--- src/rtl/popcnt_accum_if.sv ---
// ----------------------------------------------------------------------------
// popcnt_accum_if
//
// Purpose:
//   Bundles the two valid/ready ports of the popcnt_accum frame statistics
//   unit. The word stream enters on the in_* side. The per-frame result
//   leaves on the out_* side.
//
// Signals:
//   in_valid   in_word/in_last are valid (producer -> unit)
//   in_ready   unit can accept a word (unit -> producer)
//   in_word    32-bit data word to count
//   in_last    word closes the current frame
//   out_valid  frame result is valid (unit -> consumer)
//   out_ready  consumer takes the result (consumer -> unit)
//   out_sum    total set bits in the frame, saturating, ACC_W bits
//   out_words  number of words in the frame
//   out_max    largest per-word count in the frame (0..32)
//   out_ovf    sum saturated during the frame
//
// Modports:
//   master  environment side: drives the word stream and out_ready
//   slave   popcnt_accum side: drives in_ready and the result
// ----------------------------------------------------------------------------
interface popcnt_accum_if #(
    parameter int ACC_W = 12
) ();

    logic             in_valid;
    logic             in_ready;
    logic [31:0]      in_word;
    logic             in_last;
    logic             out_valid;
    logic             out_ready;
    logic [ACC_W-1:0] out_sum;
    logic [7:0]       out_words;
    logic [5:0]       out_max;
    logic             out_ovf;

    modport master (
        output in_valid,
        output in_word,
        output in_last,
        output out_ready,
        input  in_ready,
        input  out_valid,
        input  out_sum,
        input  out_words,
        input  out_max,
        input  out_ovf
    );

    modport slave (
        input  in_valid,
        input  in_word,
        input  in_last,
        input  out_ready,
        output in_ready,
        output out_valid,
        output out_sum,
        output out_words,
        output out_max,
        output out_ovf
    );

endinterface

--- src/rtl/popcnt_accum.sv ---
// ----------------------------------------------------------------------------
// popcnt_accum
//
// Purpose:
//   Frame statistics unit. It takes a stream of 32-bit words over
//   valid/ready. For each frame it accumulates three values:
//     - the total number of set bits, saturating at 2^ACC_W-1, with a
//       sticky overflow flag;
//     - the number of words in the frame;
//     - the largest per-word set-bit count.
//   The finished result is presented over a second valid/ready port.
//
//   Pipeline:
//     stage 1  registers popcount(in_word) on every accept
//     stage 2  folds the registered count into the frame accumulators
//
//   The FSM has three states:
//     RUN    accepting words
//     DRAIN  one cycle in which stage 2 absorbs the final word
//     HOLD   result is valid and waits for out_ready
//
// Parameters:
//   ACC_W      width of the set-bit sum accumulator (saturating)
//   MAX_WORDS  frame length limit, 1..255; the MAX_WORDS-th word closes
//              the frame even without in_last
//
// Ports:
//   clk      system clock, rising edge
//   reset_n  asynchronous, active-low reset
//   bus      popcnt_accum_if.slave (word stream in, frame result out)
// ----------------------------------------------------------------------------

// ----------------------------------------------------------------------------
// popcnt32
//
// Purpose:
//   Combinational 32-bit ones counter built as a balanced adder tree.
//
// Ports:
//   word   32-bit input word
//   count  number of set bits in word (0..32)
// ----------------------------------------------------------------------------
module popcnt32 (
    input  logic [31:0] word,
    output logic [5:0]  count
);

    logic [1:0] lvl1 [16];
    logic [2:0] lvl2 [8];
    logic [3:0] lvl3 [4];
    logic [4:0] lvl4 [2];

    // Pairwise adder tree. Each level widens by one bit, which is exactly
    // enough to hold the largest sum of its two children.
    always_comb begin
        for (int i = 0; i < 16; i++) begin
            lvl1[i] = {1'b0, word[2*i]} + {1'b0, word[2*i+1]};
        end
        for (int i = 0; i < 8; i++) begin
            lvl2[i] = {1'b0, lvl1[2*i]} + {1'b0, lvl1[2*i+1]};
        end
        for (int i = 0; i < 4; i++) begin
            lvl3[i] = {1'b0, lvl2[2*i]} + {1'b0, lvl2[2*i+1]};
        end
        for (int i = 0; i < 2; i++) begin
            lvl4[i] = {1'b0, lvl3[2*i]} + {1'b0, lvl3[2*i+1]};
        end
        count = {1'b0, lvl4[0]} + {1'b0, lvl4[1]};
    end

endmodule

module popcnt_accum #(
    parameter int ACC_W     = 12,
    parameter int MAX_WORDS = 255
) (
    input  logic           clk,
    input  logic           reset_n,
    popcnt_accum_if.slave  bus
);

    localparam int         SUM_EXT_W = ACC_W + 1;
    localparam logic [8:0] MAX_W9    = 9'(MAX_WORDS);

    typedef enum logic [1:0] {
        RUN   = 2'd0,
        DRAIN = 2'd1,
        HOLD  = 2'd2
    } state_t;

    state_t state;
    state_t state_nxt;

    logic             accept;
    logic             release_res;
    logic             eff_last;
    logic             in_ready_c;
    logic             out_valid_c;

    logic [5:0]       pc_cnt;
    logic [5:0]       pc_q;
    logic             pc_v;
    logic             pc_last;
    logic [7:0]       words_acc;

    logic [ACC_W-1:0] sum;
    logic [7:0]       words;
    logic [5:0]       max;
    logic             ovf;

    logic [SUM_EXT_W-1:0] sum_ext;
    logic [ACC_W-1:0]     sum_sat;
    logic                 sum_carry;

    popcnt32 u_popcnt (
        .word  (bus.in_word),
        .count (pc_cnt)
    );

    // Handshake qualifiers and frame-close detection.
    // words_acc counts accepts, so it already knows about the current word
    // one cycle before stage 2 does. That lets the frame limit close the
    // frame on the same edge that accepts the limiting word. The compare is
    // done in 9 bits so that words_acc+1 cannot wrap at 255.
    always_comb begin
        in_ready_c  = (state == RUN);
        out_valid_c = (state == HOLD);
        accept      = bus.in_valid & in_ready_c;
        release_res = out_valid_c & bus.out_ready;
        eff_last    = bus.in_last | (({1'b0, words_acc} + 9'd1) == MAX_W9);
    end

    // Next-state logic. DRAIN always lasts exactly one cycle: the final
    // word's count sits in stage 1 and is folded in on the DRAIN edge, so
    // the accumulators are complete by the time HOLD begins.
    always_comb begin
        state_nxt = state;
        case (state)
            RUN: begin
                if (accept && eff_last) begin
                    state_nxt = DRAIN;
                end
            end
            DRAIN: begin
                state_nxt = HOLD;
            end
            HOLD: begin
                if (bus.out_ready) begin
                    state_nxt = RUN;
                end
            end
            default: begin
                state_nxt = RUN;
            end
        endcase
    end

    // State register.
    always_ff @(posedge clk or negedge reset_n) begin
        if (!reset_n) begin
            state <= RUN;
        end else begin
            state <= state_nxt;
        end
    end

    // Saturating add for the stage 2 sum. The extra top bit of sum_ext is
    // the carry out of the accumulator width. It is set exactly when the
    // true sum exceeds 2^ACC_W-1, so it also serves as the overflow event.
    always_comb begin
        sum_ext   = {1'b0, sum} + SUM_EXT_W'(pc_q);
        sum_carry = sum_ext[ACC_W];
        sum_sat   = sum_carry ? {ACC_W{1'b1}} : sum_ext[ACC_W-1:0];
    end

    // Stage 1: capture the per-word count on every accept. pc_v is a
    // one-cycle strobe, so idle cycles and stalled cycles leave stage 2
    // untouched. words_acc tracks accepted words for the frame-length limit
    // and is cleared together with the result when the consumer takes it.
    always_ff @(posedge clk or negedge reset_n) begin
        if (!reset_n) begin
            pc_q      <= '0;
            pc_v      <= 1'b0;
            pc_last   <= 1'b0;
            words_acc <= '0;
        end else begin
            if (accept) begin
                pc_q      <= pc_cnt;
                pc_v      <= 1'b1;
                pc_last   <= eff_last;
                words_acc <= words_acc + 8'd1;
            end else begin
                pc_v <= 1'b0;
                if (release_res) begin
                    words_acc <= '0;
                end
            end
        end
    end

    // Stage 2: frame accumulators.
    // The release edge (HOLD with out_ready) clears them for the next frame.
    // A release and a valid stage 1 count never coincide: stage 1 only
    // fills in RUN, and it has drained by the time HOLD is reached. The
    // overflow flag is sticky until release.
    always_ff @(posedge clk or negedge reset_n) begin
        if (!reset_n) begin
            sum   <= '0;
            words <= '0;
            max   <= '0;
            ovf   <= 1'b0;
        end else if (release_res) begin
            sum   <= '0;
            words <= '0;
            max   <= '0;
            ovf   <= 1'b0;
        end else if (pc_v) begin
            sum   <= sum_sat;
            words <= words + 8'd1;
            if (pc_q > max) begin
                max <= pc_q;
            end
            if (sum_carry) begin
                ovf <= 1'b1;
            end
        end
    end

    // Output drive. The result comes straight from the accumulator
    // registers. Partial values are visible in RUN/DRAIN; consumers should
    // only look at them while out_valid is high.
    always_comb begin
        bus.in_ready  = in_ready_c;
        bus.out_valid = out_valid_c;
        bus.out_sum   = sum;
        bus.out_words = words;
        bus.out_max   = max;
        bus.out_ovf   = ovf;
    end

`ifndef SYNTHESIS
    // DRAIN is only ever entered through the accept of a closing word, so
    // stage 1 must be holding that word's count, marked as last.
    assert property (@(posedge clk) disable iff (!reset_n)
        (state == DRAIN) |-> (pc_v && pc_last));
`endif

endmodule

--- src/flat_wrapper.sv ---
// flat-port wrapper written by rule: the top's interface ports become plain ports
module popcnt_accum_flat 
#(
    parameter int ACC_W     = 12,
    parameter int MAX_WORDS = 255
)
  (clk, reset_n, bus_in_valid, bus_in_word, bus_in_last, bus_out_ready, bus_in_ready, bus_out_valid, bus_out_sum, bus_out_words, bus_out_max, bus_out_ovf);
  popcnt_accum_if #(.ACC_W(ACC_W)) bus_i ();
  input  logic clk;
  input  logic reset_n;
  input wire logic [$bits(bus_i.in_valid)-1:0] bus_in_valid;
  input wire logic [$bits(bus_i.in_word)-1:0] bus_in_word;
  input wire logic [$bits(bus_i.in_last)-1:0] bus_in_last;
  input wire logic [$bits(bus_i.out_ready)-1:0] bus_out_ready;
  output wire logic [$bits(bus_i.in_ready)-1:0] bus_in_ready;
  output wire logic [$bits(bus_i.out_valid)-1:0] bus_out_valid;
  output wire logic [$bits(bus_i.out_sum)-1:0] bus_out_sum;
  output wire logic [$bits(bus_i.out_words)-1:0] bus_out_words;
  output wire logic [$bits(bus_i.out_max)-1:0] bus_out_max;
  output wire logic [$bits(bus_i.out_ovf)-1:0] bus_out_ovf;
  assign bus_i.in_valid = bus_in_valid;
  assign bus_i.in_word = bus_in_word;
  assign bus_i.in_last = bus_in_last;
  assign bus_i.out_ready = bus_out_ready;
  assign bus_in_ready = bus_i.in_ready;
  assign bus_out_valid = bus_i.out_valid;
  assign bus_out_sum = bus_i.out_sum;
  assign bus_out_words = bus_i.out_words;
  assign bus_out_max = bus_i.out_max;
  assign bus_out_ovf = bus_i.out_ovf;
  popcnt_accum #(.ACC_W(ACC_W), .MAX_WORDS(MAX_WORDS)) u_core (.clk(clk), .reset_n(reset_n), .bus(bus_i));
endmodule
--- config.mk ---
export PLATFORM = sky130hd
export DESIGN_NAME = popcnt_accum_flat
export DESIGN_NICKNAME = d
export VERILOG_FILES = /design/src/rtl/popcnt_accum_if.sv /design/src/rtl/popcnt_accum.sv /design/src/flat_wrapper.sv
export SDC_FILE = /design/constraint.sdc
export NUM_CORES = 1
export LEC_CHECK = 0
export CAP_MARGIN = 15
export CORE_ASPECT_RATIO = 0.75
export CORE_UTILIZATION = 54
export CTS_BUF_LIST = sky130_fd_sc_hd__clkbuf_4
export CTS_CLUSTER_SIZE = 14
export DETAILED_ROUTE_END_ITERATION = 7
export GPL_TIMING_DRIVEN = 1
export PLACE_DENSITY = 0.94
export REMOVE_ABC_BUFFERS = 1
export SKIP_LAST_GASP = 1
export SLEW_MARGIN = 0
export SYNTH_ARGS = -nofsm -noshare
export SYNTH_HDL_FRONTEND = slang
export SYNTH_SLANG_ARGS = --single-unit
--- constraint.sdc ---
create_clock -name clk -period 2.33 [get_ports clk]
set_input_delay 0.3495 -clock clk [delete_from_list [all_inputs] [get_ports clk]]
set_output_delay 0.3495 -clock clk [all_outputs]
set_load 0.03 [all_outputs]
; Yosys cells after proc, flatten, opt, wreduce, memory -nomap -nowiden
; Index checks and enable logic that the tools add are counted.
[op_classes]
n_eq_ne = 5
muxes = 17
order_cmp = 1
add_sub_neg = 35
reduce_logical = 9
n_bitwise = 3
[op_table]
columns = op, n
row1 = two-way mux 12 bit, 3
row2 = adder 1 x 1 -> 2 bit, 16
row3 = two-way mux 8 bit, 4
row4 = adder 2 x 2 -> 3 bit, 8
row5 = two-way mux 6 bit, 3
row6 = adder 3 x 3 -> 4 bit, 4
row7 = adder 8 x 1 -> 8 bit (second input constant), 2
row8 = adder 12 x 6 -> 13 bit, 1
row9 = adder 4 x 4 -> 5 bit, 2
row10 = adder 8 x 1 -> 9 bit (second input constant), 1
row11 = equality test 9 x 8 -> 1 bit (second input constant), 1
row12 = nonzero test 2 bit, 4
row13 = adder 5 x 5 -> 6 bit, 1
row14 = greater-than comparator 6 bit, 1
row15 = case mux 2 bit (3 select lines), 1
row16 = AND reduction 2 bit, 3
row17 = two-way mux 1 bit, 4
row18 = two-way mux 2 bit, 2
row19 = bitwise AND 1 bit, 2
row20 = equality test 2 x 1 -> 1 bit (second input constant), 1
row21 = equality test 2 bit (second input constant), 1
row22 = logical NOT 2 bit, 1
row23 = inequality test 2 x 1 -> 1 bit (second input constant), 1
row24 = inequality test 2 bit (second input constant), 1
row25 = other kinds (2), 2
[totals]
out_inout_bits = 29
ff_bits = 44
input_bits = 37
wordCells = 78

; Depth between registers and ports, before layout
[logic_depth]
depth_word = 6
ltp_mapped = 16
mapped_depth_nobuf = 16

; Cells and area by module
; Synthesis repeated with hierarchy kept, for this count alone.
[hier_totals]
cells_unflattened = 342
hier_area_um2 = 3321.9
[by_module_without_submodules]
columns = module, area_each_um2, cells_per_inst, n_inst, seq_area_each_um2
row1 = popcnt_accum, 2563.7, 269, 1, 1101.1
row2 = popcnt32, 758.2, 73, 1, 0.0

; Worst setup path before layout
; OpenSTA, ideal clock, no wires.
[synth_path]
kind = input-to-reg
startpoint = input port bus_in_word[0]
endpoint = register u_core.pc_q[5]
n_path_buf = 0
setup_slack_ns = -2.167
arrival_time_ns = 4.363
path_stages = 16
setup_time_ns = 0.135
required_time_ns = 2.195
cell_sequence = inv_1 > fa_1 > fa_1 > inv_1 > fa_1 > fa_1 > fa_1 > inv_1 > fa_1 > inv_1 > ha_1 > a21o_1 > a21oi_1 > nor2b_1 > o21ai_0 > o21ai_0
[synth_between]
elab_chain_cells = 5
[synth_lines]
columns = element, line
row1 = "start, declared", flat_wrapper.sv:12  ; input wire logic [$bits(bus_i.in_word)-1:0] bus_in_word;
row2 = adder 1 x 1 -> 2 bit, popcnt_accum.sv:57  ; lvl1[i] = {1'b0, word[2*i]} + {1'b0, word[2*i+1]};
row3 = adder 2 x 2 -> 3 bit, popcnt_accum.sv:60  ; lvl2[i] = {1'b0, lvl1[2*i]} + {1'b0, lvl1[2*i+1]};
row4 = adder 3 x 3 -> 4 bit, popcnt_accum.sv:63  ; lvl3[i] = {1'b0, lvl2[2*i]} + {1'b0, lvl2[2*i+1]};
row5 = adder 4 x 4 -> 5 bit, popcnt_accum.sv:66  ; lvl4[i] = {1'b0, lvl3[2*i]} + {1'b0, lvl3[2*i+1]};
row6 = adder 5 x 5 -> 6 bit, popcnt_accum.sv:68  ; count = {1'b0, lvl4[0]} + {1'b0, lvl4[1]};
row7 = "end signal, assigned", popcnt_accum.sv:188  ; pc_q <= pc_cnt;
row8 = "end, declared", popcnt_accum.sv:101  ; logic [5:0] pc_q;
; No other way between the ends.
; A chain may end at the register's enable or synchronous reset.

; Worst setup path after layout
[layout_path]
startpoint = input port bus_in_word[5]
endpoint = register u_core.pc_q[4]
; The elaborated chain is that of the path after synthesis.

==> run metrics <==
area delta synth->final=25.8%; H-tree Lvls=2; RSZ-0062 raised after global routing=true; Crit path largest cell delay=0.60 ns; initial antenna violation count=0; status=finished with violations; global route overflow=0; Layout Nets=501; Final Hold Slack=~0.47 ns; Worst R2R End=u_core.bus.out_sum[9]$_DFFE_PN0P_; top cells by count, synth=inv_1 (63), dfrtp_1 (44), nand2_1 (31), o21ai_0 (31), fa_1 (25); Yosys Warn Count=0; number of synthesized flops with an enable pin=0; post-synth top area cell=dfrtp_1; #FFs+latches synth=44; layout cells sized above 1=0.153; Critical Path RT=2.59 ns; HP Class=input pin to async pin; Arrival @ worst endpoint=4.57 ns; CTS Buffer Depth=2; root buf cell=clkbuf_4; Critical Path Source=bus_in_word[5]; GRT met1 Usage=0.340; Synth cell types=42; Synth Instances=345; multi-input logic area=1910 µm²; final RePlAce weighted congestion=roughly 0.86; CP Capture Point=u_core.pc_q[4]$_DFFE_PN0P_; register area share after synthesis=0.338; Die Width=91.6 µm; worst reg2reg path depth=8; Synth area leaders=dfrtp_1 (34%), fa_1 (15%), ha_1 (8.5%); DRC viols=0; GRT Total Usage=0.260; Worst-path clk slew=0.14 ns; failing checks=negative setup slack; final HPWL from detailed placement=5710 µm; met2 usage=0.431; period utilization=1.85; CP endpoint kind=flop; cell count along the critical path=17; Sink Count=44; Mapped Avg Cell Area=9.43 µm²; fin util=0.703; beginning of the worst register-to-register path=u_core.pc_q[0]$_DFFE_PN0P_; vias in the first global route=about 2900; die area=around 6300 µm²; port bufs=65; routed vias=about 2700; gr busiest metal=met2; largest net degree at the start of global routing=24; pre-CTS setup slack=-2.93 ns; row cnt=24; final setup violation count=6; met3 Usage GRT=0.0450; Synth Flop Type=dfrtp_1; Slew Limit Headroom=0.643; Power per Cell Area=1370 nW/µm²; # placed instances=about 490; Die H=69.2 µm; Post-Route WL=7700 µm; Final Cell Area=4090 µm²; cell area after synthesis=3250 µm²; worst IR drop on VDD=0.000850 V; CP Max Fanout=2; # diodes=0; CP top delay family=adder cells; Placed Area=4010 µm²; Avg Vias per Cell=5.47; Initial Util=0.558; clock skew=0.0146 ns; number of buffers and inverters on the critical path=5; CTS buffer count=5; CP cell instances=buf_8 > inv_4 > fa_1 > fa_2 > fa_2 > fa_1 > fa_1 > fa_1 > inv_2 > ha_4 > inv_2 > fa_2 > inv_2 > a21o_1 > a21oi_2 > xor2_1 > o21ai_1; top cell type's share of synthesized area=0.338; CP Class=input pin to flop; final slew viol count=0; post-route ant nets=0; fill count=403; post-CTS setup buffers=0; Hold Vio Cnt, Final=0; Synth async-reset ratio=1.00; Worst Tran Pin Value=0.534 ns; startpoint types=input pin; wire per inst=15.5 µm; CP max stage cell=fa_2; Static Leak=1.97 nW; TritonCTS clock tree=yes; global-route wire length before repair=13000 µm; Max Cap Viol=0; Worst R2R Setup Slack=0.16 ns; count leader, synth=inv_1; Finished Layout Cells=496; most used cell along the critical path=fa_1; register area=~1100 µm²; setup slack after layout=-1.98 ns; drt pass-1 iters=4; clock latency on the worst-skew pair=approximately 0.37 ns; Min Clock Period, post-route=4.31 ns; placeable core region=about 5800 µm²; I/O pin cnt=66; DRT iter0 DRCs=147; Max Clk Rate=around 0.23 GHz
## power by group
part	total, mW	internal [mW]	switching, mW
registers	1.24	0.990	0.251
clock network	0.492	0.224	0.268
logic	3.89	1.79	2.10
## repair_timing
| item | 4_1_cts | 5_1_grt |
|---|---|---|
| setup endpoints to repair | 6 | 7 |
| endpoints found under the hold margin | 22 | 0 |
| pin swaps | 26 | 11 |
| hold buffers | 1 | 0 |
| gates resized for setup | 73 | 10 |
## sequential cells by signal (all words and copies together), names as in the netlist
name,count
u_core.state,2
u_core.pc_v,1
u_core.bus.out_ovf,1
u_core.bus.out_words,8
u_core.bus.out_max,6
u_core.words_acc,8
u_core.bus.out_sum,12
u_core.pc_q,6
## placed cells by master, fill, tap and decap left out, types with 4 or more instances in the layout
| cell | count |
|---|---|
| ha_1 | 21 |
| a31oi_1 | 4 |
| o21ai_1 | 7 |
| dfrtp_1 | 44 |
| fa_1 | 22 |
| and3_1 | 8 |
| clkbuf_4 | 5 |
| mux2i_1 | 4 |
| clkdlybuf4s50_1 | 49 |
| o31ai_1 | 5 |
| a21oi_2 | 4 |
| inv_2 | 10 |
| buf_4 | 8 |
| nand4_1 | 8 |
| buf_2 | 12 |
| xor2_1 | 9 |
| nand3_1 | 11 |
| inv_1 | 52 |
| nand2_1 | 30 |
| xnor2_1 | 6 |
| a21oi_1 | 7 |
| nor2_1 | 18 |
| o21ai_0 | 25 |
## routing by layer
metal / up-vias / wire length [µm]
met4: 0 / 172
li1: 1279 / -
met3: 20 / 422
met1: 1322 / 3210
met2: 92 / 3900
met5: - / 0
## logic make-up after synthesis
logic type,after synthesis,share of synthesized area
and+or+nand+nor,93,0.144
buffers and inverters,72,0.0858
AOI/OAI and AO/OA,69,0.137
adders and majority gates,47,0.238
DFF,44,0.338
xor gates and xnor gates,15,0.0404
muxes,5,0.0158
## how the worst min path moves through the flow
stage | end | slack (ns)
floorplan | u_core.bus.out_max[0]$_DFFE_PN0P_ | 0.05
global placement | u_core.bus.out_sum[10]$_DFFE_PN0P_ | 0.34
detailed placement | u_core.bus.out_sum[10]$_DFFE_PN0P_ | 0.35
CTS | u_core.bus.out_max[2]$_DFFE_PN0P_ | 0.48
global route | u_core.bus.out_max[2]$_DFFE_PN0P_ | 0.51
finish | u_core.bus.out_sum[6]$_DFFE_PN0P_ | 0.47
## through the flow
step                total power, mW  TNS (ns)
detailed placement             4.80    -16.15
floorplan                      3.59    -11.74
CTS                            5.55    -10.63
global placement               4.52    -15.10
finish                         5.63    -10.73
global route                   6.01    -11.22
## layout make-up
cell class                 count  area share
multi-input combinational    229       0.467
clock inverter                 3      0.0104
timing repair buffer          74       0.162
inverter                      63      0.0584
clock buffer                   5     0.00917
tap                           78      0.0238
sequential                    44       0.269
No activity file was read; power rests on OpenSTA's default activity.
